<file path="src/rtl/bn_factor_encoder.sv">
// bn_factor_encoder: sequential search over the legal shift-add scale table.
// Scans one candidate per cycle and keeps the one nearest the requested scale.
// The x8 code is only legal when the addend is zero.
// Results are registered and pulse `done` in the same cycle they update.
module bn_factor_encoder #(
  parameter int WIDTH        = 6,
  parameter int ADDEND_WIDTH = WIDTH - 2,
  parameter int SCALE_WIDTH  = 6
) (
  input  logic                           clk,
  input  logic                           rst_n,
  input  logic                           start,
  input  logic        [SCALE_WIDTH-1:0]  target_scale,
  input  logic signed [ADDEND_WIDTH-1:0] target_addend,
  output logic                           busy,
  output logic                           done,
  output logic        [3:0]              BN_factor,
  output logic signed [ADDEND_WIDTH-1:0] BN_addend,
  output logic                           exact,
  output logic        [SCALE_WIDTH-1:0]  err
);

  localparam int SW1 = SCALE_WIDTH + 1;

  typedef enum logic [1:0] {S_IDLE, S_SEARCH, S_DONE} state_t;

  state_t                        state_q;
  logic [3:0]                    idx_q;
  logic [SCALE_WIDTH-1:0]        tgt_q;
  logic signed [ADDEND_WIDTH-1:0] add_q;
  logic [SW1-1:0]                best_err_q;
  logic [3:0]                    best_code_q;

  logic [SW1-1:0] cand_scale;
  logic [3:0]     cand_code;
  logic [SW1-1:0] tgt_ext;
  logic [SW1-1:0] diff;
  logic           skip;

  // Candidate table, ascending scale order (quarter units -> shift code)
  always_comb begin
    cand_scale = SW1'(4);
    cand_code  = 4'b0100;
    case (idx_q)
      4'd0:  begin cand_scale = SW1'(1);  cand_code = 4'b1000; end
      4'd1:  begin cand_scale = SW1'(2);  cand_code = 4'b0001; end
      4'd2:  begin cand_scale = SW1'(3);  cand_code = 4'b1001; end
      4'd3:  begin cand_scale = SW1'(4);  cand_code = 4'b0100; end
      4'd4:  begin cand_scale = SW1'(6);  cand_code = 4'b0101; end
      4'd5:  begin cand_scale = SW1'(8);  cand_code = 4'b0010; end
      4'd6:  begin cand_scale = SW1'(9);  cand_code = 4'b1010; end
      4'd7:  begin cand_scale = SW1'(12); cand_code = 4'b0110; end
      4'd8:  begin cand_scale = SW1'(16); cand_code = 4'b1100; end
      4'd9:  begin cand_scale = SW1'(18); cand_code = 4'b1101; end
      4'd10: begin cand_scale = SW1'(24); cand_code = 4'b1110; end
      4'd11: begin cand_scale = SW1'(32); cand_code = 4'b0011; end
      default: ;
    endcase
  end

  // Distance to the target; x8 is off-limits whenever the addend is non-zero
  always_comb begin
    tgt_ext = {1'b0, tgt_q};
    diff    = (tgt_ext >= cand_scale) ? (tgt_ext - cand_scale) : (cand_scale - tgt_ext);
    skip    = (cand_code == 4'b0011) && (add_q != '0);
  end

  // Search FSM with registered outputs; outputs only move in DONE
  always_ff @(posedge clk) begin
    if (!rst_n) begin
      state_q     <= S_IDLE;
      idx_q       <= '0;
      tgt_q       <= '0;
      add_q       <= '0;
      best_err_q  <= '1;
      best_code_q <= 4'b0100;
      busy        <= 1'b0;
      done        <= 1'b0;
      BN_factor   <= 4'b0100;
      BN_addend   <= '0;
      exact       <= 1'b1;
      err         <= '0;
    end else begin
      done <= 1'b0;
      case (state_q)
        S_IDLE: begin
          if (start) begin
            tgt_q       <= target_scale;
            add_q       <= target_addend;
            idx_q       <= '0;
            best_err_q  <= '1;
            best_code_q <= 4'b0100;
            busy        <= 1'b1;
            state_q     <= S_SEARCH;
          end
        end
        S_SEARCH: begin
          // Strict less-than keeps the smaller scale on ties
          if (!skip && (diff < best_err_q)) begin
            best_err_q  <= diff;
            best_code_q <= cand_code;
          end
          idx_q <= idx_q + 4'd1;
          if (idx_q == 4'd11) state_q <= S_DONE;
        end
        S_DONE: begin
          BN_factor <= best_code_q;
          BN_addend <= add_q;
          err       <= best_err_q[SCALE_WIDTH-1:0];
          exact     <= (best_err_q == '0);
          done      <= 1'b1;
          busy      <= 1'b0;
          idx_q     <= '0;
          state_q   <= S_IDLE;
        end
        default: state_q <= S_IDLE;
      endcase
    end
  end

endmodule

</file>
<file path="config.mk">
export PLATFORM = sky130hd
export DESIGN_NAME = bn_factor_encoder
export DESIGN_NICKNAME = d
export VERILOG_FILES = /design/src/rtl/bn_factor_encoder.sv
export SDC_FILE = /design/constraint.sdc
export NUM_CORES = 1
export LEC_CHECK = 0
export ABC_AREA = 0
export CAP_MARGIN = 25
export CORE_ASPECT_RATIO = 0.8
export CORE_UTILIZATION = 40
export CTS_BUF_LIST = sky130_fd_sc_hd__clkbuf_2
export CTS_CLUSTER_SIZE = 40
export DETAILED_ROUTE_END_ITERATION = 10
export SYNTH_ARGS = -nofsm -noshare
export SYNTH_HDL_FRONTEND = slang
export SYNTH_SLANG_ARGS = --single-unit
</file>
<file path="constraint.sdc">
create_clock -name clk -period 5.2 [get_ports clk]
set_input_delay 1.04 -clock clk [delete_from_list [all_inputs] [get_ports clk]]
set_output_delay 1.04 -clock clk [all_outputs]
set_load 0.02 [all_outputs]
</file>
==> flow_metrics.tcl <==
set metrics [dict create \
    status "completed" \
    fin_crit_ns 4.92 \
    cts-root-buf "clkbuf_2" \
    cts_max_level 2 \
    grt_usage 0.182 \
    cts_buffers 5 \
    drt-initial-drc-count 80 \
    via_per_inst 5.18 \
    ant_nets 0 \
    cts_tree "yes" \
    relSlewSlack 0.589 \
    worstPathArrival_ns 5.24 \
    ir_worst_vdd_v 0.000130 \
    dp_hpwl_um 4350 \
    cts_buffer_depth 2 \
    place.port_buffers 29 \
    synth_top_area_frac 0.333 \
    wl_per_cell_um 13.6 \
    fin_crit_sh 0.946 \
    synth-edff-count 0 \
    worstSetupPathType "reg2reg" \
    start_util 0.415 \
    io_pins 30 \
    critPathMaxFanout 8 \
    tightest_slew_ns 0.617 \
    die_h_um 74.8 \
    finalNonFillerCells 433 \
    dp_slack_ns 0.271 \
    drive_gt1_frac 0.0831 \
    nNetsFinal 387 \
    synth_ff_type "dfxtp_1" \
    yosysMostFrequentCell "nand2_1" \
    detail_route.first_pass.iterations 4 \
    ys_types 48 \
    core_um2 6380 \
    wl_um 5880 \
    die-area_um2 6950 \
    max_freq_mhz 203 \
    overflow 0 \
    cap_viol_max_count 0 \
    cp_data_required_time_ns 5.52 \
    synth_commonest_cells "61 x nand2_1, 44 x dfxtp_1, 26 x a21boi_0" \
    skew_ns 0.0128 \
    syn_nets 360 \
    drcViolationCount 0 \
    yosys_warnings 0 \
    endpoint_kind "flop" \
    synth_seq_area_share 0.333 \
    area_delta_synth_final_pct 17.2 \
    async_flop_share 0 \
    cp-start-kind "flop" \
    synth_cells 321 \
    yosysTopAreaCell "dfxtp_1" \
    drv_slew 0 \
    vias 2242 \
    syn_area_um2 2650 \
    p_per_area_nw_per_um2 246 \
    power_mw 0.763 \
    clkLatencyLatePin_ns 0.41 \
    gp_congestion 0.912 \
    holdCritPathClass "reg2reg" \
    dp.cells 424 \
    num_antenna_cells 0 \
    dieWidth_um 93.0 \
    antenna_found_initial 0 \
    clk_pin_slew_worst_paths_ns 0.23 \
    synth-seq-cells 44 \
    clkSinkCount 44 \
    grt_pass1_vias 2154 \
    leakage_nw 1.26 \
    setup_slack_ns 0.282 \
    synth_area_leaders "dfxtp_1 33%, ha_1 11%, nand2_1 8.6%" \
    syn_avg_cell_area_um2 8.25 \
    hold_violations 0 \
    grt_max_degree 42 \
    setup_viol 0 \
    grt_pass1_wl_um 10000 \
    rows 26 \
]
==> metal layers <==
metal,routed length (um),vias up,global-route usage
met2,2610,29,0.299
met4,75,0,0.0427
met1,3020,1053,0.247
met5,0,-,0
met3,174,8,0.0394
li1,-,1152,-
==> critical path, stage by stage (launching register included) <==
cell and delay [ns]:
dfxtp_2 0.44, inv_1 0.09, ha_1 0.25, nor3_1 0.25, o22ai_1 0.20, o21bai_1 0.27
ha_1 0.40, a21oi_4 0.17, nand2_2 0.10, a311oi_4 0.40, mux2i_1 0.26, xor2_1 0.22
ha_1 0.28, a211oi_1 0.22, nor2_1 0.12, or4_1 0.53, a41o_1 0.30, o32a_1 0.35
==> cells in the final DEF, fill, tap and decap left out, drive strengths merged, types with 4 or more instances in the layout <==
cell / n
o21ai: 9
nor3: 5
inv: 25
nor2: 10
and2: 5
a21boi: 27
nand2: 62
nand2b: 6
a21oi: 14
buf: 7
o32a: 5
clkbuf: 6
clkdlybuf4s50: 29
nand3: 9
a21o: 4
dfxtp: 44
mux2i: 8
nor2b: 7
ha: 24
==> power by group <==
group / leakage (nW) / internal [mW] / total, mW / switching, mW
Sequential: 0.359 / 0.349 / 0.361 / 0.0115
Combinational: 0.859 / 0.0959 / 0.203 / 0.107
Clock: 0.0430 / 0.0826 / 0.199 / 0.117
Total: 1.26 / 0.528 / 0.763 / 0.235
==> final timing paths <==
path / depth (start not counted) / startpoint / slack, ns / to
max: 17 / idx_q[0]$_SDFFE_PN0P_ / 0.28 / best_err_q[2]$_SDFFE_PN1P_
min: 2 / best_code_q[3]$_SDFFE_PN0P_ / 0.47 / best_code_q[3]$_SDFFE_PN0P_
max reg2reg: 17 / idx_q[0]$_SDFFE_PN0P_ / 0.28 / best_err_q[2]$_SDFFE_PN1P_
min reg2reg: 2 / best_code_q[3]$_SDFFE_PN0P_ / 0.47 / best_code_q[3]$_SDFFE_PN0P_
==> per-stage QoR <==
stage | instance area, um^2 | utilization | hold slack, ns | setup TNS [ns]
5_1_grt | 3100 | 0.487 | 0.496 | -0.0542
3_3_place_gp | 3020 | 0.473 | 0.444 | 0
6_report | 3100 | 0.487 | 0.472 | 0
2_1_floorplan | 2650 | - | 0.431 | 0
3_5_place_dp | 3020 | 0.473 | 0.450 | 0
4_1_cts | 3080 | 0.484 | 0.477 | 0
==> registers in the layout (all words and copies together) (netlist names), 4 cells and up <==
| signal | count |
|---|---|
| best_err_q | 7 |
| idx_q | 4 |
| best_code_q | 4 |
| BN_addend | 4 |
| err | 6 |
| BN_factor | 4 |
| add_q | 4 |
| tgt_q | 6 |
==> final cells by class <==
type                            instances  area [um^2]
Clock inverter                          2         35.0
Inverter                               25         93.8
Clock buffer                            6         30.0
Tap cell                               84          105
Timing Repair Buffer                   36          343
Multi-Input combinational cell        236         1610
Fill cell                             653         3270
Sequential cell                        44          883
==> cell families (layout without fill, tap and decap cells) <==
group                      count (synthesis)  after routing  synth area share
AOI/OAI and AO/OA                         78             78             0.219
xor gates and xnor gates                   4              4            0.0132
adders and majority gates                 26             26             0.129
buffers and inverters                     41             69            0.0619
DFF                                       44             44             0.333
muxes                                      9              9            0.0345
and+or+nand+nor                          119            119             0.210
==> what timing repair did <==
action	CTS	global route
setup buffers	0	0
gates resized for setup	0	4
setup endpoints to repair	0	11
hold buffers	0	0
No activity file was read; power rests on OpenSTA's default activity.
